<file path="src/rtl/gups_engine.sv">
// GUPS random-access read-modify-write engine: a Galois LFSR picks masked
// addresses; each word is read, updated (increment or XOR) and written back.
module gups_engine #(
    parameter int          ADDR_W       = 64,
    parameter int          DATA_W       = 64,
    parameter int          SEED_W       = 16,
    parameter logic [63:0] POLY         = 64'hD800_0000_0000_0000,
    parameter int          WARMUP_STEPS = 4,
    parameter int          CNT_W        = 32
) (
    input  logic              clk,
    input  logic              reset,
    input  logic              start,
    input  logic [SEED_W-1:0] seed,
    input  logic [ADDR_W-1:0] range_mask,
    input  logic [CNT_W-1:0]  num_updates,
    input  logic              mode,
    output logic              mem_req,
    output logic              mem_we,
    output logic [ADDR_W-1:0] mem_addr,
    output logic [DATA_W-1:0] mem_wdata,
    input  logic              mem_ready,
    input  logic              mem_rvalid,
    input  logic [DATA_W-1:0] mem_rdata,
    output logic              busy,
    output logic              done,
    output logic [CNT_W-1:0]  update_count
);
    localparam logic [DATA_W-1:0] POLY_L = POLY[DATA_W-1:0];
    localparam int WW    = (WARMUP_STEPS > 1) ? $clog2(WARMUP_STEPS) : 1;
    localparam int WLAST = (WARMUP_STEPS > 0) ? WARMUP_STEPS - 1 : 0;
    localparam logic [WW-1:0] WLAST_C = WW'(WLAST);

    typedef enum logic [2:0] {IDLE, WARMUP, RD_REQ, RD_WAIT, WR_REQ, DONE} state_t;

    state_t            state_q, state_d;
    logic [DATA_W-1:0] lfsr_q, lfsr_d;
    logic [ADDR_W-1:0] mask_q, mask_d;
    logic [CNT_W-1:0]  num_q, num_d;
    logic              mode_q, mode_d;
    logic [CNT_W-1:0]  cnt_q, cnt_d;
    logic [WW-1:0]     warm_q, warm_d;
    logic              req_q, req_d;
    logic              we_q, we_d;
    logic [DATA_W-1:0] wdata_q, wdata_d;
    logic              busy_q, busy_d;
    logic              done_q, done_d;

    logic [ADDR_W-1:0] lfsr_addr;
    logic [DATA_W-1:0] seed_ext;
    logic              accept;

    function automatic logic [DATA_W-1:0] lfsr_step(input logic [DATA_W-1:0] v);
        return v[0] ? ((v >> 1) ^ POLY_L) : (v >> 1);
    endfunction

    if (ADDR_W > DATA_W) begin : g_addr_wide
        assign lfsr_addr = {{(ADDR_W-DATA_W){1'b0}}, lfsr_q};
    end else begin : g_addr_narrow
        assign lfsr_addr = lfsr_q[ADDR_W-1:0];
    end

    // An all-zero LFSR would lock up, so a zero seed becomes 1.
    assign seed_ext = (seed == '0) ? DATA_W'(1) : DATA_W'(seed);
    assign accept   = req_q && mem_ready;

    always_comb begin
        state_d = state_q;
        lfsr_d  = lfsr_q;
        mask_d  = mask_q;
        num_d   = num_q;
        mode_d  = mode_q;
        cnt_d   = cnt_q;
        warm_d  = warm_q;
        wdata_d = wdata_q;
        busy_d  = busy_q;
        done_d  = done_q;
        case (state_q)
            IDLE, DONE: begin
                // A zero-length run parks in DONE with busy set for one cycle.
                if (state_q == DONE && busy_q) begin
                    busy_d = 1'b0;
                    done_d = 1'b1;
                end else if (start) begin
                    mask_d = range_mask;
                    num_d  = num_updates;
                    mode_d = mode;
                    lfsr_d = seed_ext;
                    cnt_d  = '0;
                    warm_d = '0;
                    done_d = 1'b0;
                    busy_d = 1'b1;
                    if (num_updates == '0)    state_d = DONE;
                    else if (WARMUP_STEPS > 0) state_d = WARMUP;
                    else                       state_d = RD_REQ;
                end
            end
            WARMUP: begin
                lfsr_d = lfsr_step(lfsr_q);
                warm_d = warm_q + WW'(1);
                if (warm_q == WLAST_C) state_d = RD_REQ;
            end
            RD_REQ: if (accept) state_d = RD_WAIT;
            RD_WAIT: begin
                if (mem_rvalid) begin
                    wdata_d = mode_q ? (mem_rdata ^ lfsr_q) : (mem_rdata + DATA_W'(1));
                    state_d = WR_REQ;
                end
            end
            WR_REQ: begin
                if (accept) begin
                    cnt_d  = cnt_q + CNT_W'(1);
                    lfsr_d = lfsr_step(lfsr_q);
                    if (cnt_d == num_q) begin
                        state_d = DONE;
                        busy_d  = 1'b0;
                        done_d  = 1'b1;
                    end else begin
                        state_d = RD_REQ;
                    end
                end
            end
            default: state_d = IDLE;
        endcase
        req_d = (state_d == RD_REQ) || (state_d == WR_REQ);
        we_d  = (state_d == WR_REQ);
    end

    always_ff @(posedge clk) begin
        if (reset) begin
            state_q <= IDLE;
            lfsr_q  <= '0;
            mask_q  <= '0;
            num_q   <= '0;
            mode_q  <= 1'b0;
            cnt_q   <= '0;
            warm_q  <= '0;
            req_q   <= 1'b0;
            we_q    <= 1'b0;
            wdata_q <= '0;
            busy_q  <= 1'b0;
            done_q  <= 1'b0;
        end else begin
            state_q <= state_d;
            lfsr_q  <= lfsr_d;
            mask_q  <= mask_d;
            num_q   <= num_d;
            mode_q  <= mode_d;
            cnt_q   <= cnt_d;
            warm_q  <= warm_d;
            req_q   <= req_d;
            we_q    <= we_d;
            wdata_q <= wdata_d;
            busy_q  <= busy_d;
            done_q  <= done_d;
        end
    end

    assign mem_req      = req_q;
    assign mem_we       = we_q;
    assign mem_addr     = lfsr_addr & mask_q;
    assign mem_wdata    = wdata_q;
    assign busy         = busy_q;
    assign done         = done_q;
    assign update_count = cnt_q;
endmodule

</file>
<file path="config.mk">
export PLATFORM = sky130hd
export DESIGN_NAME = gups_engine
export DESIGN_NICKNAME = d
export VERILOG_FILES = /design/src/rtl/gups_engine.sv
export SDC_FILE = /design/constraint.sdc
export NUM_CORES = 1
export LEC_CHECK = 0
export CAP_MARGIN = 20
export CELL_PAD_IN_SITES_DETAIL_PLACEMENT = 1
export CELL_PAD_IN_SITES_GLOBAL_PLACEMENT = 1
export CORE_ASPECT_RATIO = 2
export CORE_MARGIN = 1
export CORE_UTILIZATION = 35
export DETAILED_ROUTE_END_ITERATION = 16
export PLACE_DENSITY_LB_ADDON = 0.1
export SETUP_SLACK_MARGIN = 0.02
export SKIP_CTS_REPAIR_TIMING = 1
export SYNTH_ARGS = -nofsm -noshare
export SYNTH_HDL_FRONTEND = slang
export SYNTH_SLANG_ARGS = --single-unit
export TNS_END_PERCENT = 1
</file>
<file path="constraint.sdc">
create_clock -name clk -period 3.5 [get_ports clk]
set_clock_uncertainty 0.1 [all_clocks]
set_input_delay 0.525 -clock clk [delete_from_list [all_inputs] [get_ports clk]]
set_output_delay 0.525 -clock clk [all_outputs]
set_load 0.01 [all_outputs]
</file>
# Word level (Yosys, flattened, before mapping)
# Index checks and enable logic that the tools add are counted.
# W data, S select, Z words.
# totals
reg_bits,266
inputBits,182
out_inout_bits,164
word_cells,82
# classes
addsub,3
eq_ne,14
mux,33
bitwise_logic,4
n_reduce_logical,16
# ops
op,count
$mux W64,5
$pmux W64 S3,1
$mux W32,3
$add A64 B1 Y64 const B,1
$and A64 B64 Y64,1
$pmux W32 S2,1
$xor A64 B64 Y64,1
$add A32 B1 Y32 const B,1
$eq A32 B32 Y1,1
$logic_not A32 Y1,1
$mux W3,8
$logic_not A16 Y1,1
$mux W16,1
$pmux W3 S5,1
$reduce_and A4 Y1,3
$eq A3 B2 Y1 const B,3
$eq A3 B3 Y1 const B,3
$mux W1,8
$ne A2 B2 Y1 const B,4
$reduce_and A3 Y1,2
$mux W2,2
$not A3 Y4,1
$pmux W1 S2,2
$pmux W2 S2,1
other kinds (12),14

# Longest topological paths before layout
# depth
ltp_word,7
mapped_depth,10

# Worst setup path before layout
# No wires, ideal clock.
# synth_timing
path_type,register to register
from,reg cnt_q[0] (netlist: update_count[0])
to,reg busy_q (netlist: busy)
setup_ps,137
arrival_ps,2759
setup_slack_ps,504
path_stages_with_launch,10
synth_period_minus_slack_ps,2996
path_cell_list,dfxtp_1 > ha_1 > nand3_1 > nor3_1 > xnor2_1 > o2111ai_1 > or4_4 > nor4_4 > and2b_1 > a31oi_1
# synth_via
elab_chain_cells,4
# synth_rtl
element,line,source
from (decl),41,"logic [CNT_W-1:0] cnt_q, cnt_d;"
from (signal assigned),149,cnt_q <= cnt_d;
$add A32 B1 Y32,112,cnt_d = cnt_q + CNT_W'(1);
$eq A32 B32 Y1,114,if (cnt_d == num_q) begin
$ne A2 B2 Y1 (no source line),--,
$reduce_and A4 Y1 (no source line),--,
to (signal assigned),154,busy_q <= busy_d;
to (decl),46,"logic busy_q, busy_d;"
# Every way passes these cells.
# A chain may end at the register's enable or synchronous reset.

# Worst setup path after layout
# layout_timing
from,reg cnt_q[3] (netlist: update_count[3])
to,reg state_q[1]
# layout_via
elab_chain_cells,5
# layout_rtl
element,line,source
$add A32 B1 Y32,112,
$eq A32 B32 Y1,114,
$mux W3,114,
$mux W3,111,if (accept) begin
$pmux W3 S5,78,case (state_q)
to (signal assigned),144,state_q <= state_d;
to (decl),36,"state_t state_q, state_d;"
# Every way passes these cells.

==> run metrics <==
outcome=finished, final reports clean; Worst VDD drop=between 0.0003 and 0.0004 V; wire length per cell=22.0 um; gr ovfl total=0; crit path DAT=around 3.6 ns; Fin. Hold Viols=0; DP HPWL=42,700 um; worst path bufs/invs=0; Iter 0 DRT Violations=between 500 and 600; RSZ-0062 raised after global routing=false; CP required=3.81 ns; Inserted Clock Buffers=27; Placement Rows=100; drt pass-1 iters=4; final core occ=0.492; setup violators final=0; setup TNS=0 ns; CTS tree=built; commonest non-fill, non-tap cells in the layout=nand2_1 (420), clkdlybuf4s50_1 (344), a21oi_1 (265); Main synth FF type=dfxtp_1; global-route total usage across every layer=0.286; cells after synthesis=1,766; Sw Pwr=roughly 1.9 mW; DRC=0; initial antenna violation count=10; Finished Layout Cells=2,564; Peak Freq=slightly above 0.3 GHz; largest net degree at the start of global routing=105; Final Slew Violations=0; synth warn=0; CP top delay family=simple AND/OR/NAND/NOR gates; Max Root-Sink Buffers=3; fin crit period=3.31 ns; Sink Count=around 270; Pwr Total=about 7 mW; Synth async-reset ratio=0; register area share after synthesis=0.401; FF+latch count, synth=about 270; Worst-Skew Late Latency=0.56 ns; final net count=2,264; gpl congestion=0.947; vias per inst=5.55; Vias=14,226; DP Cell Count=2,507; Logic pwr share=0.123; Initial Util=0.356; first-pass GRT wire length=between 80,000 and 90,000 um; most common cell after layout, fill and taps aside=nand2_1; Hold Crit Class=register to register; htree depth=1; total I/O pin count=between 300 and 400; max incr delay on CP=between 0.6 and 0.7 ns; critical path cell sequence=nand4_4 -> or4_1 -> a22oi_1 -> o2111ai_1 -> or4_4 -> nor4_4 -> o21ai_1 -> nor2b_1; Worst-path clk slew=0.06 ns; Layout area overhead=38.3%; Worst Tran Pin Value=about 0.85 ns; leak pwr=6.22 nW; worst-path fanout max=9; DIE AREA=0.0388 mm^2; Max-Cap Viols=0; Antenna Nets Post-Route=0; Seq pwr share=0.451; cell-internal power=between 5 and 6 mW; Post-Route WL=56,500 um; relative slew slack=0.432; Slowest cell on crit path=or4_1; Switching Fraction=0.267; clock power share=0.425; CP startpoint kind=register; Post-synth EDFFs=0; Cell Pwr Density=between 300 and 400 mW/mm^2; total core area=0.0373 mm^2; WS Path Type=register to register; Yosys cell types=slightly below 70; buffers added on ports=about 350; Tcrit/Tclk final=0.945; syn avg cell area=7.52 um^2; proportion of layout cells with a drive suffix above 1=0.0662; die width=between 100 and 150 um; Mapped Area=approximately 0.013 mm^2; Root Buffer=clkbuf_16; syn_nets=roughly 2,000; vias in the first global route=between 10,000 and 15,000; die height=277 um; Worst Setup End Kind=register
[state kept, by name, indices dropped and copies added (netlist names), 2 cells and up]
name          cells
state_q           3
lfsr_addr        64
mask_q           64
update_count     32
mem_wdata        64
warm_q            2
num_q            32
[tightest hold or removal path, delay by kind of cell, from the launching register on]
kind | cells | cell delay (ns)
and+or+nand+nor | 1 | 0.05
AOI/OAI and AO/OA | 1 | 0.05
DFF | 1 | 0.31
[stage by stage]
stage	hold WS (ns)	setup WS, ns	instance area, um^2
after detailed placement	0.343	0.116	17400
final	0.350	0.191	18400
after CTS	0.352	0.138	18300
after global routing	0.368	0.0519	18400
after floorplan	0.332	0.504	13300
after global placement	0.337	0.213	17400
[logic make-up (layout without fill, tap and decap cells)]
family,count (synthesis),count (layout),share of synthesized area
DFF,266,266,0.401
buffers and inverters,138,472,0.0401
and+or+nand+nor,819,819,0.292
xor gates and xnor gates,102,102,0.0673
AOI/OAI and AO/OA,419,419,0.182
muxes,19,19,0.0143
other,0,5,0
adders and majority gates,3,3,0.00283
[layer usage]
layer / part of all wire / global-route usage / routed length (um)
met5: 0.0010 / 0 / 59
met4: 0.062 / 0.170 / 3500
met3: 0.046 / 0.0497 / 2620
met2: 0.55 / 0.570 / 31100
met1: 0.34 / 0.262 / 19200
[power by group through the flow]
stage	clock network, mW	registers [mW]	logic (mW)
floorplan	0	3.24	0.447
global placement	0	3.29	0.860
detailed placement	0	3.29	0.880
CTS	3.12	3.22	0.886
global route	3.21	3.23	0.956
finish	3.04	3.22	0.881
[path summary, 6_finish.rpt]
check,start,endpoint,slack [ns],depth (start not counted)
worst min register to register,mem_wdata[19]$_SDFFE_PP0P_,mem_wdata[19]$_SDFFE_PP0P_,0.35,2
worst min-delay path,mem_wdata[19]$_SDFFE_PP0P_,mem_wdata[19]$_SDFFE_PP0P_,0.35,2
worst max register to register,update_count[3]$_SDFFE_PP0P_,state_q[1]$_SDFF_PP0_,0.19,8
worst max-delay path,update_count[3]$_SDFFE_PP0P_,state_q[1]$_SDFF_PP0_,0.19,8
[synthesized netlist by cell type (17+ instances only)]
cell type	number	area, um^2
dfxtp_1	266	5330
a21oi_1	266	1330
and3_1	18	113
nand4_1	25	156
nand2_1	420	1580
nand3_1	77	385
xor2_1	28	245
mux2i_1	19	190
o21ai_0	42	210
a32oi_1	17	149
nor3_1	25	125
and2_1	73	457
xnor2_1	74	648
clkbuf_1	108	405
nor4_1	29	181
nor2_1	81	304
[layout make-up]
cell class	count	area (um^2)
Fill cell	4598	18900
Timing Repair Buffer	410	4010
Inverter	12	45.0
Tap cell	459	574
Clock inverter	16	173
Clock buffer	34	732
Antenna cell	5	12.5
Multi-Input combinational cell	1362	7480
Sequential cell	266	5330
Note: power is estimated with default switching activity, not from simulation.
